<file path="config.mk">
export PLATFORM = sky130hd
export DESIGN_NAME = nregister_rr_arbiter_flat
export DESIGN_NICKNAME = d
export VERILOG_FILES = /design/src/rtl/nregister_rr_arbiter_pkg.sv /design/src/rtl/nregister_rr_arbiter_if.sv /design/src/rtl/nregister_rr_arbiter_store.sv /design/src/rtl/nregister_rr_arbiter.sv /design/src/flat_wrapper.sv
export SDC_FILE = /design/constraint.sdc
export NUM_CORES = 1
export LEC_CHECK = 0
export BUFFER_PORTS_ARGS = -buffer_cell sky130_fd_sc_hd__buf_4
export CAP_MARGIN = 20
export CORE_ASPECT_RATIO = 1.25
export CORE_MARGIN = 5
export CORE_UTILIZATION = 26
export CTS_CLUSTER_SIZE = 30
export DETAILED_ROUTE_END_ITERATION = 10
export PLACE_DENSITY = 0.52
export SYNTH_ARGS = -nofsm -noshare
export SYNTH_HDL_FRONTEND = slang
export SYNTH_HIERARCHICAL = 1
export SYNTH_SLANG_ARGS = --single-unit
</file>
<file path="constraint.sdc">
create_clock -name clk -period 6.04 [get_ports clk]
set_input_delay 0.906 -clock clk [delete_from_list [all_inputs] [get_ports clk]]
set_output_delay 0.906 -clock clk [all_outputs]
set_load 0.03 [all_outputs]
</file>
<file path="src/rtl/nregister_rr_arbiter_pkg.sv">
// Shared types, constants and the round-robin pick helper for the
// nregister_rr_arbiter block.
package nreg_pkg;

  localparam logic ARB    = 1'b0;
  localparam logic LOCKED = 1'b1;

  localparam int unsigned WR_CNT_W = 16;

  // Widest requester vector rr_pick is built for; callers zero-extend.
  localparam int unsigned MAX_REQ = 8;

  typedef enum logic {
    StArb    = ARB,
    StLocked = LOCKED
  } state_e;

  // First set bit of valid at or above ptr, wrapping modulo n.
  // Returns 0 when no bit is set.
  function automatic logic [2:0] rr_pick(input logic [MAX_REQ-1:0] valid,
                                         input logic [2:0]         ptr,
                                         input int unsigned        n);
    logic [2:0]  pick;
    logic        found;
    int unsigned idx;
    pick  = '0;
    found = 1'b0;
    for (int unsigned k = 0; k < MAX_REQ; k++) begin
      idx = (32'(ptr) + k) % n;
      if (!found && (k < n) && valid[idx[2:0]]) begin
        pick  = idx[2:0];
        found = 1'b1;
      end
    end
    return pick;
  endfunction

endpackage

</file>
<file path="src/rtl/nregister_rr_arbiter_if.sv">
// Requester-side bus of the shared-register arbiter: per-requester
// valid/data/lock in, one-hot ready and register status out.
interface nregister_rr_arbiter_if #(
  parameter int unsigned WIDTH = 8,
  parameter int unsigned N_REQ = 4
);
  localparam int unsigned IDW = $clog2(N_REQ);

  logic [N_REQ-1:0]       io_valid;
  logic [N_REQ*WIDTH-1:0] io_data;
  logic [N_REQ-1:0]       io_lock;
  logic [N_REQ-1:0]       io_ready;
  logic [IDW-1:0]         io_grant_id;
  logic [WIDTH-1:0]       io_Q;
  logic [15:0]            io_wr_count;

  modport master (
    output io_valid,
    output io_data,
    output io_lock,
    input  io_ready,
    input  io_grant_id,
    input  io_Q,
    input  io_wr_count
  );

  modport slave (
    input  io_valid,
    input  io_data,
    input  io_lock,
    output io_ready,
    output io_grant_id,
    output io_Q,
    output io_wr_count
  );

endinterface

</file>
<file path="src/rtl/nregister_rr_arbiter_store.sv">
// The shared WIDTH-bit storage register: loads d_i when en_i is high,
// cleared asynchronously by rst_ni.
module nreg_store #(
  parameter int unsigned WIDTH = 8
) (
  input  logic             clk_i,
  input  logic             rst_ni,
  input  logic [WIDTH-1:0] d_i,
  input  logic             en_i,
  output logic [WIDTH-1:0] q_o
);

  logic [WIDTH-1:0] q_q;

  always_ff @(posedge clk_i or negedge rst_ni) begin
    if (!rst_ni) begin
      q_q <= '0;
    end else if (en_i) begin
      q_q <= d_i;
    end
  end

  assign q_o = q_q;

endmodule

</file>
<file path="src/rtl/nregister_rr_arbiter.sv">
// Round-robin arbiter with short bus lock in front of one shared enabled
// register; also keeps a saturating count of accepted writes.
module nregister_rr_arbiter
  import nreg_pkg::*;
#(
  parameter int unsigned WIDTH    = 8,
  parameter int unsigned N_REQ    = 4,
  parameter int unsigned MAX_LOCK = 4
) (
  input  logic                  clk,
  input  logic                  reset_n,
  nregister_rr_arbiter_if.slave bus
);

  localparam int unsigned IDW = $clog2(N_REQ);
  localparam int unsigned LCW = $clog2(MAX_LOCK + 1);

  state_e              state_q, state_d;
  logic [IDW-1:0]      ptr_q, ptr_d;
  logic [IDW-1:0]      owner_q, owner_d;
  logic [LCW-1:0]      lock_cnt_q, lock_cnt_d;
  logic [IDW-1:0]      grant_id_q;
  logic [WR_CNT_W-1:0] wr_count_q;

  logic [IDW-1:0]   arb_pick;
  logic [IDW-1:0]   grant;
  logic [N_REQ-1:0] ready;
  logic             xfer;
  logic             grant_lock;
  logic [WIDTH-1:0] wr_data;

  function automatic logic [IDW-1:0] next_idx(input logic [IDW-1:0] x);
    return (32'(x) == N_REQ - 1) ? '0 : x + IDW'(1);
  endfunction

  assign arb_pick = IDW'(rr_pick(MAX_REQ'(bus.io_valid), 3'(ptr_q), N_REQ));

  // With no valid request arb_pick is 0 and valid[0] is 0, so ready stays 0.
  always_comb begin
    grant = arb_pick;
    ready = '0;
    if (state_q == StLocked) begin
      grant = owner_q;
    end
    ready[grant] = bus.io_valid[grant] & reset_n;
  end

  assign xfer       = |ready;
  assign grant_lock = bus.io_lock[grant];
  assign wr_data    = bus.io_data[grant*WIDTH +: WIDTH];

  always_comb begin
    state_d    = state_q;
    ptr_d      = ptr_q;
    owner_d    = owner_q;
    lock_cnt_d = lock_cnt_q;
    unique case (state_q)
      StArb: begin
        if (xfer) begin
          if (grant_lock && (MAX_LOCK > 1)) begin
            state_d    = StLocked;
            owner_d    = grant;
            lock_cnt_d = LCW'(1);
          end else begin
            ptr_d = next_idx(grant);
          end
        end
      end
      StLocked: begin
        if (xfer && grant_lock && (32'(lock_cnt_q) < MAX_LOCK - 1)) begin
          lock_cnt_d = lock_cnt_q + LCW'(1);
        end else begin
          // Released by the owner, by the lock limit, or by an idle cycle.
          state_d    = StArb;
          ptr_d      = next_idx(owner_q);
          lock_cnt_d = '0;
        end
      end
      default: begin
        state_d = StArb;
      end
    endcase
  end

  always_ff @(posedge clk or negedge reset_n) begin
    if (!reset_n) begin
      state_q    <= StArb;
      ptr_q      <= '0;
      owner_q    <= '0;
      lock_cnt_q <= '0;
      grant_id_q <= '0;
      wr_count_q <= '0;
    end else begin
      state_q    <= state_d;
      ptr_q      <= ptr_d;
      owner_q    <= owner_d;
      lock_cnt_q <= lock_cnt_d;
      if (xfer) begin
        grant_id_q <= grant;
        if (wr_count_q != {WR_CNT_W{1'b1}}) begin
          wr_count_q <= wr_count_q + WR_CNT_W'(1);
        end
      end
    end
  end

  nreg_store #(
    .WIDTH (WIDTH)
  ) u_store (
    .clk_i  (clk),
    .rst_ni (reset_n),
    .d_i    (wr_data),
    .en_i   (xfer),
    .q_o    (bus.io_Q)
  );

  assign bus.io_ready    = ready;
  assign bus.io_grant_id = xfer ? grant : grant_id_q;
  assign bus.io_wr_count = wr_count_q;

endmodule

</file>
<file path="src/flat_wrapper.sv">
// flat-port wrapper written by rule: the top's interface ports become plain ports
module nregister_rr_arbiter_flat import nreg_pkg::*;
#(
  parameter int unsigned WIDTH    = 8,
  parameter int unsigned N_REQ    = 4,
  parameter int unsigned MAX_LOCK = 4
)
  (clk, reset_n, bus_io_valid, bus_io_data, bus_io_lock, bus_io_ready, bus_io_grant_id, bus_io_Q, bus_io_wr_count);
  nregister_rr_arbiter_if #(.WIDTH(WIDTH), .N_REQ(N_REQ)) bus_i ();
  input  logic clk;
  input  logic reset_n;
  input wire logic [$bits(bus_i.io_valid)-1:0] bus_io_valid;
  input wire logic [$bits(bus_i.io_data)-1:0] bus_io_data;
  input wire logic [$bits(bus_i.io_lock)-1:0] bus_io_lock;
  output wire logic [$bits(bus_i.io_ready)-1:0] bus_io_ready;
  output wire logic [$bits(bus_i.io_grant_id)-1:0] bus_io_grant_id;
  output wire logic [$bits(bus_i.io_Q)-1:0] bus_io_Q;
  output wire logic [$bits(bus_i.io_wr_count)-1:0] bus_io_wr_count;
  assign bus_i.io_valid = bus_io_valid;
  assign bus_i.io_data = bus_io_data;
  assign bus_i.io_lock = bus_io_lock;
  assign bus_io_ready = bus_i.io_ready;
  assign bus_io_grant_id = bus_i.io_grant_id;
  assign bus_io_Q = bus_i.io_Q;
  assign bus_io_wr_count = bus_i.io_wr_count;
  nregister_rr_arbiter #(.WIDTH(WIDTH), .N_REQ(N_REQ), .MAX_LOCK(MAX_LOCK)) u_core (.clk(clk), .reset_n(reset_n), .bus(bus_i));
endmodule
</file>
* Word level (Yosys, flattened, before mapping)
Index checks and enable logic that the tools add are counted.
Storage, ports and cells: word-level logic and storage cells 83, bits of input ports 42, register bits 34
Operators by class: shift-type cells 1, muxes and demuxes 37, equal/unequal tests 7, bitwise logic cells 3, reduce and logical (&&, ||, !) cells 14, add/sub/neg operators 7, order comparisons 7
Operators with widths (number):
- $shiftx A32 B6 Y8 | 1
- $mux W2 | 11
- $add A16 B1 Y16 const B | 1
- $lt A2 B4 Y1 const B | 4
- $ne A16 B16 Y1 const B | 1
- $mux W1 | 13
- $bmux W1 S2 | 6
- $mux W3 | 3
- $add A2 B1 Y2 const B | 3
- $logic_and A1 B1 Y1 | 6
- $pmux W3 S2 | 1
- $reduce_and A3 Y1 | 2
- $add A2 B2 Y2 const B | 2
- $and A4 B4 Y4 | 1
- $eq A2 B2 Y1 const B | 2
- $ne A2 B1 Y1 const B | 2
- $ne A2 B2 Y1 const B | 2
- $pmux W2 S2 | 1
- $reduce_and A2 Y1 | 2
- $reduce_or A4 Y1 | 1
- $add A3 B1 Y3 const B | 1
- $logic_not A1 Y1 | 3
- $lt A2 B3 Y1 const B | 1
- $lt A3 B2 Y1 const B | 1
- 5 further kinds | 5

* Logic depth before layout (Yosys ltp)
depth after elaboration 23, gate-level depth with buffers 13

* Modules after synthesis
The synthesis kept the hierarchy.
Modules (own cells, without submodules):
- nregister_rr_arbiter | area each 1844.3 um2, times used 1, cells each 183, seq. area each 650.6 um2
- nreg_store | area each 331.6 um2, times used 1, cells each 17, seq. area each 200.2 um2

* Worst setup path before layout
Ideal clock, no wire load.
kind input to output, start point in bus_io_valid[1], end point out bus_io_grant_id[1], buffers on the path 2, setup slack 1.672 ns, data arrival time 3.462 ns, data required time 5.134 ns, stages 10, cell sequence a21bo_1 a221oi_2 a21boi_4 buf_2 clkbuf_1 inv_1 ha_1 o41a_1 nand2_4 o21ai_0
Between the ends: longest elaborated chain between the ends 20, elaborated cells between the ends (all ways) 33, classes of those cells 2 x order compare; 21 x mux; 2 x bitwise; 8 x reduce/logical
RTL lines:
- start, declared | RTL line flat_wrapper.sv:12 | input wire logic [$bits(bus_i.io_valid)-1:0] bus_io_valid;
- $bmux W1 S2 | RTL line nregister_rr_arbiter_pkg.sv:30 | if (!found && (k < n) && valid[idx[2:0]]) begin
- $mux W1 (implied by the code) | RTL line nregister_rr_arbiter_pkg.sv:30
- $mux W1 | RTL line nregister_rr_arbiter_pkg.sv:30
- $logic_not A1 Y1 | RTL line nregister_rr_arbiter_pkg.sv:30
- $logic_and A1 B1 Y1 | RTL line nregister_rr_arbiter_pkg.sv:30
- $mux W1 | RTL line nregister_rr_arbiter_pkg.sv:30
- $logic_not A1 Y1 | RTL line nregister_rr_arbiter_pkg.sv:30
- $logic_and A1 B1 Y1 | RTL line nregister_rr_arbiter_pkg.sv:30
- [5 not listed]
- net u_core.grant[0] | RTL line nregister_rr_arbiter.sv:26 | logic [IDW-1:0] grant;
- $lt A2 B3 Y1 (implied by the code) or $ge A2 B1 Y1 (tied branches) | RTL line nregister_rr_arbiter.sv:45 | ready[grant] = bus.io_valid[grant] & reset_n;
- $logic_and A1 B1 Y1 (implied by the code) | RTL line nregister_rr_arbiter.sv:45
- $mux W1 (implied by the code) | RTL line nregister_rr_arbiter.sv:45
- $demux W1 S2
- $and A4 B4 Y4 (no source line) *
- $reduce_or A4 Y1 * | RTL line nregister_rr_arbiter.sv:48 | assign xfer = |ready;
- $mux W2 * | RTL line nregister_rr_arbiter.sv:118 | assign bus.io_grant_id = xfer ? grant : grant_id_q;
- end, declared | RTL line flat_wrapper.sv:16 | output wire logic [$bits(bus_i.io_grant_id)-1:0] bus_io_grant_id;
Mark *: on every way through the listed nets, which the timed path passes. The rest lies on a longest branch. The select of a mux whose other input is x is not followed.

* Worst setup path after layout
start point in bus_io_valid[0], end point out bus_io_grant_id[1]
Same word-level chain as after synthesis.

==> flow_metrics.py <==
metrics = {
    "outcome": {
        "status": "complete, no violations",
    },
    "die": {
        "fp.coreArea_um2": 8190,
        "die_x_um": 91.8,
        "rows": 37,
        "fp.dieH_um": 112,
        "ios": 72,
        "initial_core_util_pct": 26.6,
        "die_area_um2": 10300,
    },
    "critical_path": {
        "startpoint_type": "input port",
        "worst_setup_path_end_kind": "primary output",
        "worst-path-max-fanout": 29,
        "required_ns": 5.13,
        "arrival_ns": 3.48,
        "path_class": "in2out",
    },
    "timing": {
        "rsz0062_at_grt": "no",
        "max_slew_margin_pct": 37.9,
        "hold_viol": 0,
        "worst_slew_pin_slew_ns": 0.929,
        "drv_slew": 0,
        "finalClockSkew_ns": 0.00651,
        "clock.fmax_mhz": 228,
        "post-route-period-util_pct": 72.6,
        "period_needed_ns": 4.38,
        "finalSetupViolations": 0,
        "fin_tns_setup_ns": 0,
    },
    "power": {
        "p_leak_nw": 1.38,
        "pwr-share-clk_pct": 15.3,
        "sw_frac_of_total_pct": 43.1,
        "power.total_w": 0.00141,
        "power.switching_w": 0.000606,
        "p_int_w": 0.000801,
        "seq_power_share_pct": 27.7,
        "power_density_nw_per_um2": 482,
        "p_comb_share_pct": 56.9,
        "ir_drop_v": 0.000157,
    },
    "cts": {
        "cts_htree_levels": 2,
        "clock-root-buffer": "clkbuf_8",
        "post_cts_resized": 0,
        "path_clk_slew_ns": 0.07,
        "postCtsSetupBuffers": 0,
        "cts_buffer_depth": 2,
        "cts_tree": "yes",
        "cts_buffers": 5,
        "hold_buffers": 0,
        "clock_sinks": 34,
        "insertion_delay_ns": 0.29,
    },
    "place": {
        "dpl_cell_area_um2": 2800,
        "io_buffers": 71,
        "place.gp.congestion": 0.767,
        "place_hpwl_um": 4110,
    },
    "layout": {
        "antennaDiodeCount": 0,
        "fill_cells": 842,
        "layout_commonest_cell": "buf_4",
        "nets": 322,
        "drive_gt1_share_pct": 38.8,
        "layout_common_cells": "buf_4 (72), dfrtp_1 (34), a21oi_1 (13), mux2i_1 (13), xnor2_1 (12)",
        "area_delta_synth_final_pct": 34.0,
        "seqCellArea_um2": 851,
        "fin_area_um2": 2920,
        "multiInputGateArea_um2": 1260,
    },
    "synth": {
        "synth_edf_count": 0,
        "yosys_warnings": 6,
        "postSynthCellCount": 200,
        "ys_async_sr_fraction_pct": 100,
        "ys_types": 48,
        "synth.avg_cell_area_um2": 10.9,
        "syn_nets": 249,
        "synth-seq-cells": 34,
        "yosysSeqAreaShare_pct": 39.1,
        "synth.cell_area_um2": 2180,
        "ys.flop_type": "dfrtp_1",
    },
    "drt": {
        "antenna_left": 0,
        "vias": 1779,
        "firstDrtPassIters": 6,
        "drt_iter0_drc": 42,
        "post-route-drc-count": 0,
        "vias_per_cell": 4.81,
        "wire_per_inst_um": 14.9,
        "totalWireLength_um": 5520,
    },
    "global_routing": {
        "antenna_found_initial": 0,
        "grt.overflow.total": 0,
        "grt_usage_pct": 10.7,
        "grt_max_degree": 41,
        "grt_pass1_wl_um": 9050,
        "grt_pass1_vias": 1776,
    },
    "run": {
        "maxCapViolCount": 0,
    },
    "min_path": {
        "min_path_type": "reg2reg",
    },
}
-- power by group through the flow --
stage	sequential, W	clock (W)	combinational (W)
floorplan	0.000466	0	0.000505
global placement	0.000394	0	0.000804
detailed placement	0.000394	0	0.000805
CTS	0.000391	0.000225	0.000810
global route	0.000405	0.000232	0.000871
finish	0.000390	0.000215	0.000801
-- routing by layer --
metal	wire, µm	track usage, %
met5	0	0
met4	123	4.26
met3	359	3.08
met2	2580	17.9
met1	2460	12.9
-- worst max-delay path: stages --
cell,delay (ns)
buf_4,0.11
nor3b_1,0.23
a221oi_2,0.11
a21boi_4,0.74
inv_1,0.15
ha_1,0.26
o41a_1,0.47
nand2_4,0.14
nand2_1,0.06
o21ai_0,0.08
buf_4,0.20
-- cell usage after synthesis, types with 2 or more instances --
| cell type | instances | area share [%] |
|---|---|---|
| dfrtp_1 | 34 | 39 |
| a211oi_1 | 8 | 2.8 |
| mux2i_1 | 13 | 6.0 |
| nand2_1 | 11 | 1.9 |
| nand4_1 | 3 | 0.86 |
| ha_1 | 7 | 4.0 |
| inv_1 | 6 | 1.0 |
| buf_2 | 3 | 0.69 |
| nor3_1 | 2 | 0.46 |
| xor2_1 | 2 | 0.81 |
| a21oi_1 | 13 | 3.0 |
| mux2_4 | 10 | 6.9 |
| and3_1 | 9 | 2.6 |
| mux2_2 | 5 | 2.6 |
| nor2b_1 | 9 | 2.6 |
| xnor2_1 | 12 | 4.8 |
| clkbuf_1 | 2 | 0.35 |
| nand3_1 | 10 | 2.3 |
| and4_1 | 3 | 1.2 |
| o21ai_0 | 3 | 0.69 |
| nor2_1 | 7 | 1.2 |
| a31o_1 | 2 | 0.81 |
-- sequential cells by signal (all words and copies together), names as in the netlist --
signal	flops
u_core/u_store/q_o	8
u_core/lock_cnt_q	3
u_core/bus.io_wr_count	16
u_core/grant_id_q	2
u_core/state_q	1
u_core/ptr_q	2
u_core/owner_q	2
-- layout make-up --
| class | instances | share of cell area, % |
|---|---|---|
| timing repair buffer | 72 | 18.5 |
| clock buffer | 6 | 2.83 |
| sequential | 34 | 29.2 |
| multi-input combinational | 153 | 43.4 |
| tap | 97 | 4.16 |
| inverter | 7 | 0.901 |
| clock inverter | 1 | 1.03 |
-- per-stage QoR --
| stage | worst slack (ns) | hold WS, ns | utilization [%] | instances |
|---|---|---|---|---|
| after floorplan | 1.67 | 0.503 | - | 200 |
| after global placement | 1.71 | 0.482 | 34.2 | 363 |
| after detailed placement | 1.63 | 0.475 | 34.2 | 363 |
| after CTS | 1.64 | 0.495 | 35.6 | 370 |
| after global routing | 1.44 | 0.527 | 35.6 | 370 |
| final | 1.66 | 0.488 | 35.6 | 370 |
-- logic make-up after synthesis --
logic type | share of synthesized area, %
and+or+nand+nor | 17.0
AOI/OAI and AO/OA | 16.0
DFF | 39.1
muxes | 15.5
xor gates and xnor gates | 5.64
buffers and inverters | 2.76
adders and majority gates | 4.03
-- path summary, 6_finish.rpt --
path	slack, ns	start	end	cells after the start
worst max-delay path	1.66	bus_io_valid[0]	bus_io_grant_id[1]	11
max in group asynchronous	5.11	reset_n	u_core/ptr_q[1]$_DFFE_PN0P_	1
worst max register to register	2.02	u_core/state_q$_DFF_PN0_	u_core/ptr_q[1]$_DFFE_PN0P_	9
worst min register to register	0.49	u_core/grant_id_q[0]$_DFF_PN0_	u_core/grant_id_q[0]$_DFF_PN0_	2
worst min-delay path	0.49	u_core/grant_id_q[0]$_DFF_PN0_	u_core/grant_id_q[0]$_DFF_PN0_	2
min in group asynchronous	0.58	reset_n	u_core/bus.io_wr_count[1]$_DFFE_PN0P_	1
Power figures use the tool's default switching activity.
